### config.mk
export PLATFORM = sky130hd
export DESIGN_NAME = mod_sigma_seq_flat
export DESIGN_NICKNAME = d
export VERILOG_FILES = /design/src/rtl/mod_sha_pkg.sv /design/src/rtl/mod_sigma_seq_if.sv /design/src/rtl/mod_rotshr.sv /design/src/rtl/mod_sigma_seq.sv /design/src/flat_wrapper.sv
export SDC_FILE = /design/constraint.sdc
export NUM_CORES = 1
export LEC_CHECK = 0
export ABC_AREA = 1
export BUFFER_PORTS_ARGS = -buffer_cell sky130_fd_sc_hd__buf_4
export CAP_MARGIN = 20
export CORE_AREA = 5 5 98 192
export DETAILED_ROUTE_END_ITERATION = 8
export DIE_AREA = 0 0 103 197
export PLACE_DENSITY = 0.76
export SETUP_SLACK_MARGIN = 0.2
export SYNTH_ARGS = -nofsm -noshare
export SYNTH_HDL_FRONTEND = slang
export SYNTH_SLANG_ARGS = --single-unit
export TNS_END_PERCENT = 100
### constraint.sdc
create_clock -name CLK -period 2.2 [get_ports CLK]
set_input_delay 0.44 -clock CLK [delete_from_list [all_inputs] [get_ports CLK]]
set_output_delay 0.44 -clock CLK [all_outputs]
set_load 0.01 [all_outputs]
### src/rtl/mod_sha_pkg.sv
// Shared types and SHA-2 sigma constant sets for the sequential sigma unit.
package mod_sha_pkg;

   typedef enum logic [2:0] {IDLE, T0, T1, T2, HOLD} state_t;

   localparam logic KIND_ROT = 1'b1;
   localparam logic KIND_SHR = 1'b0;

   // One sigma function: three amounts, per-term kind (bit 0 = term 0) and enables.
   typedef struct packed {
      logic [7:0] sh0;
      logic [7:0] sh1;
      logic [7:0] sh2;
      logic [0:2] kind;
      logic [0:2] en;
   } sigma_cfg_t;

   localparam sigma_cfg_t SHA256_SUM0 = '{sh0: 8'd2,  sh1: 8'd13, sh2: 8'd22, kind: 3'b111, en: 3'b111};
   localparam sigma_cfg_t SHA256_SUM1 = '{sh0: 8'd6,  sh1: 8'd11, sh2: 8'd25, kind: 3'b111, en: 3'b111};
   localparam sigma_cfg_t SHA256_SIG0 = '{sh0: 8'd7,  sh1: 8'd18, sh2: 8'd3,  kind: 3'b110, en: 3'b111};
   localparam sigma_cfg_t SHA256_SIG1 = '{sh0: 8'd17, sh1: 8'd19, sh2: 8'd10, kind: 3'b110, en: 3'b111};

   localparam sigma_cfg_t SHA512_SUM0 = '{sh0: 8'd28, sh1: 8'd34, sh2: 8'd39, kind: 3'b111, en: 3'b111};
   localparam sigma_cfg_t SHA512_SUM1 = '{sh0: 8'd14, sh1: 8'd18, sh2: 8'd41, kind: 3'b111, en: 3'b111};
   localparam sigma_cfg_t SHA512_SIG0 = '{sh0: 8'd1,  sh1: 8'd8,  sh2: 8'd7,  kind: 3'b110, en: 3'b111};
   localparam sigma_cfg_t SHA512_SIG1 = '{sh0: 8'd19, sh1: 8'd61, sh2: 8'd6,  kind: 3'b110, en: 3'b111};

endpackage

### src/rtl/mod_sigma_seq_if.sv
// Request/response bundle of the sigma unit; bit 0 of each word is the MSB.
interface mod_sigma_seq_if #(
   parameter int unsigned WIDTH   = 32,
   parameter int unsigned SHAMT_W = $clog2(WIDTH)
);
   logic [0:WIDTH-1]   X;
   logic [0:WIDTH-1]   B;
   logic [SHAMT_W-1:0] SH0;
   logic [SHAMT_W-1:0] SH1;
   logic [SHAMT_W-1:0] SH2;
   logic [0:2]         KIND;
   logic [0:2]         EN;
   logic               IN_VALID;
   logic               IN_READY;
   logic [0:WIDTH-1]   Y;
   logic               OUT_VALID;
   logic               OUT_READY;

   modport master (
      output X, B, SH0, SH1, SH2, KIND, EN, IN_VALID, OUT_READY,
      input  IN_READY, Y, OUT_VALID
   );

   modport slave (
      input  X, B, SH0, SH1, SH2, KIND, EN, IN_VALID, OUT_READY,
      output IN_READY, Y, OUT_VALID
   );
endinterface

### src/rtl/mod_rotshr.sv
// Combinational barrel rotate-right / logical shift-right; amount 0 passes x through.
module mod_rotshr
   import mod_sha_pkg::*;
#(
   parameter int unsigned WIDTH   = 32,
   parameter int unsigned SHAMT_W = $clog2(WIDTH)
) (
   input  logic [0:WIDTH-1]   x,
   input  logic [SHAMT_W-1:0] amt,
   input  logic               kind,
   output logic [0:WIDTH-1]   z_c
);
   logic [SHAMT_W:0]   inv_amt;
   logic [0:WIDTH-1]   shr_c;

   // Rotate = shift plus the wrapped-around low bits; a left shift by WIDTH yields 0.
   always_comb begin
      inv_amt = (SHAMT_W+1)'(WIDTH) - (SHAMT_W+1)'(amt);
      shr_c   = x >> amt;
      z_c     = (kind == KIND_ROT) ? (shr_c | (x << inv_amt)) : shr_c;
   end
endmodule

### src/rtl/mod_sigma_seq.sv
// Iterative Y = B ^ T0 ^ T1 ^ T2 unit: one rotate/shift term per clock through a shared barrel.
module mod_sigma_seq
   import mod_sha_pkg::*;
#(
   parameter int unsigned WIDTH   = 32,
   parameter int unsigned SHAMT_W = $clog2(WIDTH)
) (
   input logic           CLK,
   input logic           RST,
   mod_sigma_seq_if.slave bus
);
   state_t             state_q, state_n;
   logic [0:WIDTH-1]   x_q, acc_q, acc_n, y_q, y_n;
   logic [SHAMT_W-1:0] sh0_q, sh1_q, sh2_q;
   logic [0:2]         kind_q, en_q;
   logic               in_ready_q, in_ready_n, out_valid_q, out_valid_n;
   logic               load_c;
   logic [SHAMT_W-1:0] amt_c;
   logic               kind_c, en_c;
   logic [0:WIDTH-1]   z_c, term_c;

   mod_rotshr #(.WIDTH(WIDTH), .SHAMT_W(SHAMT_W)) u_rotshr (
      .x    (x_q),
      .amt  (amt_c),
      .kind (kind_c),
      .z_c  (z_c)
   );

   // Select the current term's controls for the shared barrel.
   always_comb begin
      amt_c  = sh0_q;
      kind_c = kind_q[0];
      en_c   = en_q[0];
      case (state_q)
         T1: begin
            amt_c  = sh1_q;
            kind_c = kind_q[1];
            en_c   = en_q[1];
         end
         T2: begin
            amt_c  = sh2_q;
            kind_c = kind_q[2];
            en_c   = en_q[2];
         end
         default: ;
      endcase
      term_c = en_c ? z_c : '0;
   end

   always_comb begin
      state_n = state_q;
      acc_n   = acc_q;
      y_n     = y_q;
      load_c  = 1'b0;
      case (state_q)
         IDLE: if (bus.IN_VALID) begin
            load_c  = 1'b1;
            acc_n   = bus.B;
            state_n = T0;
         end
         T0: begin
            acc_n   = acc_q ^ term_c;
            state_n = T1;
         end
         T1: begin
            acc_n   = acc_q ^ term_c;
            state_n = T2;
         end
         T2: begin
            acc_n   = acc_q ^ term_c;
            y_n     = acc_q ^ term_c;
            state_n = HOLD;
         end
         HOLD: if (bus.OUT_READY) state_n = IDLE;
         default: state_n = IDLE;
      endcase
      // Handshake flags track the state being entered so they are registered yet current.
      in_ready_n  = (state_n == IDLE);
      out_valid_n = (state_n == HOLD);
   end

   always_ff @(posedge CLK) begin
      if (RST) begin
         state_q     <= IDLE;
         acc_q       <= '0;
         y_q         <= '0;
         in_ready_q  <= 1'b1;
         out_valid_q <= 1'b0;
      end else begin
         state_q     <= state_n;
         acc_q       <= acc_n;
         y_q         <= y_n;
         in_ready_q  <= in_ready_n;
         out_valid_q <= out_valid_n;
      end
   end

   // Request operands are captured only at the accept edge.
   always_ff @(posedge CLK) begin
      if (RST) begin
         x_q    <= '0;
         sh0_q  <= '0;
         sh1_q  <= '0;
         sh2_q  <= '0;
         kind_q <= '0;
         en_q   <= '0;
      end else if (load_c) begin
         x_q    <= bus.X;
         sh0_q  <= bus.SH0;
         sh1_q  <= bus.SH1;
         sh2_q  <= bus.SH2;
         kind_q <= bus.KIND;
         en_q   <= bus.EN;
      end
   end

   assign bus.IN_READY  = in_ready_q;
   assign bus.OUT_VALID = out_valid_q;
   assign bus.Y         = y_q;
endmodule
### src/flat_wrapper.sv
// flat-port wrapper written by rule: the top's interface ports become plain ports
module mod_sigma_seq_flat import mod_sha_pkg::*;
#(
   parameter int unsigned WIDTH   = 32,
   parameter int unsigned SHAMT_W = $clog2(WIDTH)
)
  (CLK, RST, bus_X, bus_B, bus_SH0, bus_SH1, bus_SH2, bus_KIND, bus_EN, bus_IN_VALID, bus_OUT_READY, bus_IN_READY, bus_Y, bus_OUT_VALID);
  mod_sigma_seq_if #(.WIDTH(WIDTH), .SHAMT_W(SHAMT_W)) bus_i ();
  input logic CLK;
  input logic RST;
  input wire logic [$bits(bus_i.X)-1:0] bus_X;
  input wire logic [$bits(bus_i.B)-1:0] bus_B;
  input wire logic [$bits(bus_i.SH0)-1:0] bus_SH0;
  input wire logic [$bits(bus_i.SH1)-1:0] bus_SH1;
  input wire logic [$bits(bus_i.SH2)-1:0] bus_SH2;
  input wire logic [$bits(bus_i.KIND)-1:0] bus_KIND;
  input wire logic [$bits(bus_i.EN)-1:0] bus_EN;
  input wire logic [$bits(bus_i.IN_VALID)-1:0] bus_IN_VALID;
  input wire logic [$bits(bus_i.OUT_READY)-1:0] bus_OUT_READY;
  output wire logic [$bits(bus_i.IN_READY)-1:0] bus_IN_READY;
  output wire logic [$bits(bus_i.Y)-1:0] bus_Y;
  output wire logic [$bits(bus_i.OUT_VALID)-1:0] bus_OUT_VALID;
  assign bus_i.X = bus_X;
  assign bus_i.B = bus_B;
  assign bus_i.SH0 = bus_SH0;
  assign bus_i.SH1 = bus_SH1;
  assign bus_i.SH2 = bus_SH2;
  assign bus_i.KIND = bus_KIND;
  assign bus_i.EN = bus_EN;
  assign bus_i.IN_VALID = bus_IN_VALID;
  assign bus_i.OUT_READY = bus_OUT_READY;
  assign bus_IN_READY = bus_i.IN_READY;
  assign bus_Y = bus_i.Y;
  assign bus_OUT_VALID = bus_i.OUT_VALID;
  mod_sigma_seq #(.WIDTH(WIDTH), .SHAMT_W(SHAMT_W)) u_core (.CLK(CLK), .RST(RST), .bus(bus_i));
endmodule
* After elaboration in Yosys (flattened, before gate mapping)
Index checks and enable logic that the tools add are counted.
** Word-level totals
- Register bits :: 122
- Bits of input ports :: 89
** Cells by class
- Shifts and indexed selects :: 2
- Multiplexer cells :: 12
- Eq/ne operators :: 6
- Add/sub/neg operators :: 1
- Reductions and logical operators :: 5
- Bitwise logic cells :: 2
** Operators with widths (count)
- 32-bit 2-to-1 mux :: 3
- 32-bit case mux with 2 select lines :: 1
- 32-bit bitwise OR :: 1
- 32-bit by 6-bit << shifter with 32-bit output :: 1
- 32-bit by 5-bit >> shifter with 32-bit output :: 1
- 32-bit XOR :: 1
- 3-bit case mux with 5 select lines :: 1
- 5-bit case mux with 2 select lines :: 1
- 3-bit by 2-bit equality test with 1-bit output (second input constant) :: 2
- 3-bit equality test (second input constant) :: 2
- 3-bit zero test :: 2
- 3-bit 2-to-1 mux :: 2
- 6-bit by 5-bit subtractor with 6-bit output (first input constant) :: 1
- 1-bit case mux with 2 select lines :: 2
- 3-bit by 1-bit equality test with 1-bit output (second input constant) :: 1
- 3-bit OR reduction :: 1
- 1-bit 2-to-1 mux :: 2
- 2-bit != test (second input constant) :: 1
- 2-bit AND reduction :: 1
- 2-bit nonzero test :: 1

* Longest topological paths before layout
- Depth after elaboration :: 9
- Depth in mapped cells :: 22

* Cells and area by module
From an unflattened synthesis, not the netlist that was laid out.
** Second synthesis, totals
- Cells, all modules :: 1470
- Area total of the unflattened synthesis :: 8690.8 sq um
** Modules (own cells, without submodules)
- mod_sigma_seq :: area an instance 5545.3 sq um, times used 1, cells an instance 806
- mod_rotshr :: area an instance 3145.5 sq um, times used 1, cells an instance 664

* Worst setup path before layout
OpenSTA, ideal clock, no wires.
- Kind :: register to register
- Start point :: register u_core.state_q[1]
- End point :: register u_core.y_q, in the netlist u_core.bus.Y[7]
- Period minus slack after synthesis :: 2309 ps
- Data required time :: 2084 ps
- Setup slack :: -109 ps
- Setup time :: 116 ps
- Arrival time :: 2192 ps
- Stages on the path, launching flop included :: 20
- Buffers on the path :: 2
- Path through :: dfxtp_1 buf_2 nand3_2 nand2_4 nor2_2 nor2_8 nand3_4 nor2_4 inv_2 nand2_2 nand2_4 inv_4 buf_6 nand3_1 nand3_1 nand2_1 nand3b_1 nand3_1 o211ai_1 inv_1
** On the way
- Cells in the longest elaborated chain, start to end :: 8
** Ends and longest elaborated chain
- from (decl) :: line mod_sigma_seq.sv:12 : state_t state_q, state_n;
- from (signal assigned) :: line mod_sigma_seq.sv:90 : state_q <= state_n;
- 3-bit by 2-bit equality test with 1-bit output, on equally long branches :: line mod_sigma_seq.sv:34, mod_sigma_seq.sv:55
- 5-bit case mux with 2 select lines :: line mod_sigma_seq.sv:34 : case (state_q)
- 6-bit by 5-bit subtractor with 6-bit output :: line mod_rotshr.sv:18 : inv_amt = (SHAMT_W+1)'(WIDTH) - (SHAMT_W+1)'(amt);
- 32-bit by 6-bit << shifter with 32-bit output :: line mod_rotshr.sv:20 : z_c = (kind == KIND_ROT) ? (shr_c | (x << inv_amt)) : shr_c;
- 32-bit bitwise OR :: line mod_rotshr.sv:20
- 32-bit 2-to-1 mux :: line mod_rotshr.sv:20
- 32-bit 2-to-1 mux :: line mod_sigma_seq.sv:47 : term_c = en_c ? z_c : '0;
- 32-bit XOR :: line mod_sigma_seq.sv:71 : y_n = acc_q ^ term_c;
- to (signal assigned) :: line mod_sigma_seq.sv:92 : y_q <= y_n;
- to (decl) :: line mod_sigma_seq.sv:13 : logic [0:WIDTH-1] x_q, acc_q, acc_n, y_q, y_n;
Parallel ways exist; a longest one is shown, timed or not.
A chain may end at the register's enable or synchronous reset.

* Worst setup path after layout
- Start point :: register u_core.state_q[0]
- End point :: register u_core.acc_q[27] (netlist name)
** On the way
- Cells in the longest elaborated chain, start to end :: 9
** Ends and longest elaborated chain
- 3-bit by 2-bit equality test with 1-bit output :: line mod_sigma_seq.sv:34, mod_sigma_seq.sv:55
- 5-bit case mux with 2 select lines :: line mod_sigma_seq.sv:34
- 6-bit by 5-bit subtractor with 6-bit output :: line mod_rotshr.sv:18
- 32-bit by 6-bit << shifter with 32-bit output :: line mod_rotshr.sv:20
- 32-bit bitwise OR :: line mod_rotshr.sv:20
- 32-bit 2-to-1 mux :: line mod_rotshr.sv:20
- 32-bit 2-to-1 mux :: line mod_sigma_seq.sv:47
- 32-bit XOR :: line mod_sigma_seq.sv:62, mod_sigma_seq.sv:66, mod_sigma_seq.sv:70
- 32-bit case mux with 2 select lines :: line mod_sigma_seq.sv:55 : case (state_q)
- to (signal assigned) :: line mod_sigma_seq.sv:91 : acc_q <= acc_n;
- to (decl) :: line mod_sigma_seq.sv:13
Parallel ways exist; a longest one is shown, timed or not.

==> impl_metrics.env <==
export IMPL_outcome="finished with violations"
export IMPL_violations="negative setup slack"
export IMPL_numCtsBuffers=17
export IMPL_synth_avg_cell_area_um2=5.738
export IMPL_grt_pass1_wl_um=60860
export IMPL_synthAdderAreaFrac_pct=0
export IMPL_tightest_slew_ps=714.9
export IMPL_htree_num_levels=4
export IMPL_setup_viol=64
export IMPL_cts_tree="done"
export IMPL_synth_top_family_by_area="simple AND/OR/NAND/NOR gates"
export IMPL_ys_seq_area_share_pct=27.51
export IMPL_port_buffers=122
export IMPL_grt_max_degree=98
export IMPL_drt_iter0_drc=1096
export IMPL_row_count=68
export IMPL_clock_fmax_ghz=0.3311
export IMPL_crit_type="register to register"
export IMPL_maxCapViolations=0
export IMPL_gp_congestion=1.048
export IMPL_synth_xor_area_share_pct=0
export IMPL_wl_um=43370
export IMPL_hold_path_end="u_core.sh1_q[2]"
export IMPL_drc=0
export IMPL_tns_ps=-40730
export IMPL_synth_compound_area_share_pct=13.16
export IMPL_r2r_start="u_core.state_q[0]"
export IMPL_fin_nets=1885
export IMPL_slew_headroom_pct=52.34
export IMPL_wl_per_cell_um=21.48
export IMPL_post_synth_top_count_cell="nand2_1"
export IMPL_rsz0062_at_grt="true"
export IMPL_firstDrtPassIters=7
export IMPL_layout_drive_gt1_share_pct=35.16
export IMPL_grt_pass1_vias=11440
export IMPL_synth_top_area_share_pct=27.51
export IMPL_track_usage_pct=39.49
export IMPL_clock_latency_ps=450
export IMPL_post_place_ws_ps=-802.5
export IMPL_finalClockSkew_ps=9.793
export IMPL_r2r_end="u_core.acc_q[27]"
export IMPL_peakVddDrop_v=0.0008609
export IMPL_start_util_pct=51.65
export IMPL_rr_worst_depth=15
export IMPL_cp_arrival_ps=3320
export IMPL_whs_ps=263.7
export IMPL_fin_ws_ps=-820.1
export IMPL_hp_class="input pin to register"
export IMPL_yosys_area_top_type="dfxtp_1"
export IMPL_synth_ff_type="dfxtp_1"
export IMPL_antenna_found_initial=0
export IMPL_core_mm2=0.01719
export IMPL_synth_cells=1547
export IMPL_finalMaxSlewViolations=0
export IMPL_fin_crit_ps=3020
export IMPL_synth_distinct_cells=33
export IMPL_die_h_um=197
export IMPL_die_w_um=103
export IMPL_fin_total_pwr_uw=13890
export IMPL_hold_viol=0
export IMPL_synth_edf_count=0
export IMPL_via_count=12170
export IMPL_r2r_slack_ps=-820
export IMPL_synth_simple_area_share_pct=49.18
export IMPL_cts_sinks=122
export IMPL_path_clk_slew_ps=70
export IMPL_synthTopCellsByArea="dfxtp_1 28%, nand2_1 23%, nand3_1 17%"
export IMPL_worstHoldStart="bus_SH1[2]"
export IMPL_cp_required_ps=2500
export IMPL_dpl_cell_area_mm2=0.01114
export IMPL_final_area_mm2=0.01347
export IMPL_dp_hpwl_um=28470
export IMPL_die_area_mm2=0.02029
export IMPL_boundaryPins=123
export IMPL_netlist_top_cells_count="550 x nand2_1, 305 x nand3_1, 122 x dfxtp_1"
export IMPL_ant_nets=0
export IMPL_grt_ovfl_total=0
export IMPL_end_kind="register"
export IMPL_fin_crit_sh_pct=137.3
export IMPL_clk_path_buf_depth=2
export IMPL_post_synth_mux_area_share_pct=0
export IMPL_insertedDiodeCount=0
export IMPL_root_buffer="clkbuf_16"
export IMPL_yosysWarnings=0
export IMPL_syn_to_final_growth_pct=51.68
export IMPL_async_flop_share_pct=0
export IMPL_syn_num_nets=1636
export IMPL_synth_seq_cells=122
export IMPL_startpoint_type="register"
export IMPL_vias_per_cell=6.029
export IMPL_p_leak_uw=0.006398
export IMPL_hold_depth=3
export IMPL_cp_max_fo=6
export IMPL_powerDensity_mw_per_mm2=1032
export IMPL_synth_area_mm2=0.008877
## repair_timing
item	4_1_cts	5_1_grt
pin swaps	42	71
gates resized for setup	155	164
cloned	0	5
setup endpoints to repair	64	64
hold buffers	0	0
setup buffers	19	23
## flip-flops by register name (all words and copies together), names as in the netlist
| register | cells |
|---|---|
| u_core.state_q | 3 |
| u_core.sh0_q | 5 |
| u_core.x_q | 32 |
| u_core.en_q | 3 |
| u_core.sh2_q | 5 |
| u_core.acc_q | 32 |
| u_core.bus.OUT_VALID | 1 |
| u_core.bus.IN_READY | 1 |
| u_core.sh1_q | 5 |
| u_core.kind_q | 3 |
| u_core.bus.Y | 32 |
## cells in the final DEF (no fill, tap or decap), drive strengths merged, types with 3 or more instances in the layout
| master | Yosys | layout |
|---|---|---|
| nand2 | 559 | 559 |
| buf | 44 | 327 |
| nand3 | 307 | 307 |
| inv | 122 | 128 |
| dfxtp | 122 | 122 |
| a21oi | 94 | 94 |
| nor2 | 87 | 87 |
| o21ai | 74 | 74 |
| o211ai | 37 | 37 |
| nand3b | 23 | 23 |
| clkbuf | 58 | 23 |
| nand4 | 14 | 14 |
| clkinv | 0 | 4 |
| bufinv | 0 | 3 |
## worst max-delay path, cell delays in order (launching register included)
cell,delay (ps)
dfxtp_4,380
nor2_4,180
nand2_4,120
nand3_2,160
nand2_8,110
buf_4,180
o21ai_1,490
inv_1,200
o21ai_2,200
o21ai_0,180
nand3_1,160
nand3_2,110
nand3b_1,150
nand3_1,100
nand2_1,70
a21oi_1,60
## stage by stage
stage / utilization [%] / cells
global route: 78.35 / 2019
CTS: 72.71 / 1991
detailed placement: 64.80 / 1940
floorplan: - / 1547
finish: 78.35 / 2019
global placement: 64.80 / 1940
## cells by family after synthesis
family | after synthesis
buffers and inverters | 224
and+or+nand+nor | 992
AOI/OAI and AO/OA | 209
DFF | 122
## worst max-delay path by stage
stage / startpoint / endpoint / slack, ps / depth (start not counted)
2_1_floorplan: u_core.state_q[0] / u_core.acc_q[13] / -70 / 19
3_3_place_gp: u_core.state_q[1] / u_core.bus.Y[1] / -700 / 23
3_5_place_dp: u_core.state_q[1] / u_core.bus.Y[1] / -800 / 23
4_1_cts: u_core.state_q[2] / u_core.bus.Y[0] / -500 / 20
5_1_grt: u_core.state_q[0] / u_core.bus.Y[27] / -910 / 15
6_report: u_core.state_q[0] / u_core.acc_q[27] / -820 / 15
## per-layer routing
| metal | wire length [um] | GRT usage, % | vias up |
|---|---|---|---|
| met5 | 0 | 0 | - |
| met4 | 4607 | 31.70 | 0 |
| met3 | 3632 | 11.83 | 262 |
| met2 | 21440 | 67.36 | 732 |
| met1 | 13690 | 37.91 | 5596 |
| li1 | - | - | 5583 |
## area by class of cell
cell class | instances | area [um2]
multi-input combinational | 1201 | 6740
fill | 1303 | 3721
timing repair buffer | 332 | 2918
sequential | 122 | 2454
inverter | 122 | 475.5
clock buffer | 18 | 429.2
tap | 210 | 262.8
clock inverter | 14 | 186.4
## where the power goes
part / total [uW] / internal [uW] / switching [uW]
sequential: 2660 / 2470 / 191
combinational: 8140 / 3180 / 4960
clock: 3090 / 1810 / 1270
total: 13900 / 7470 / 6420
No activity file was read; power rests on OpenSTA's default activity.
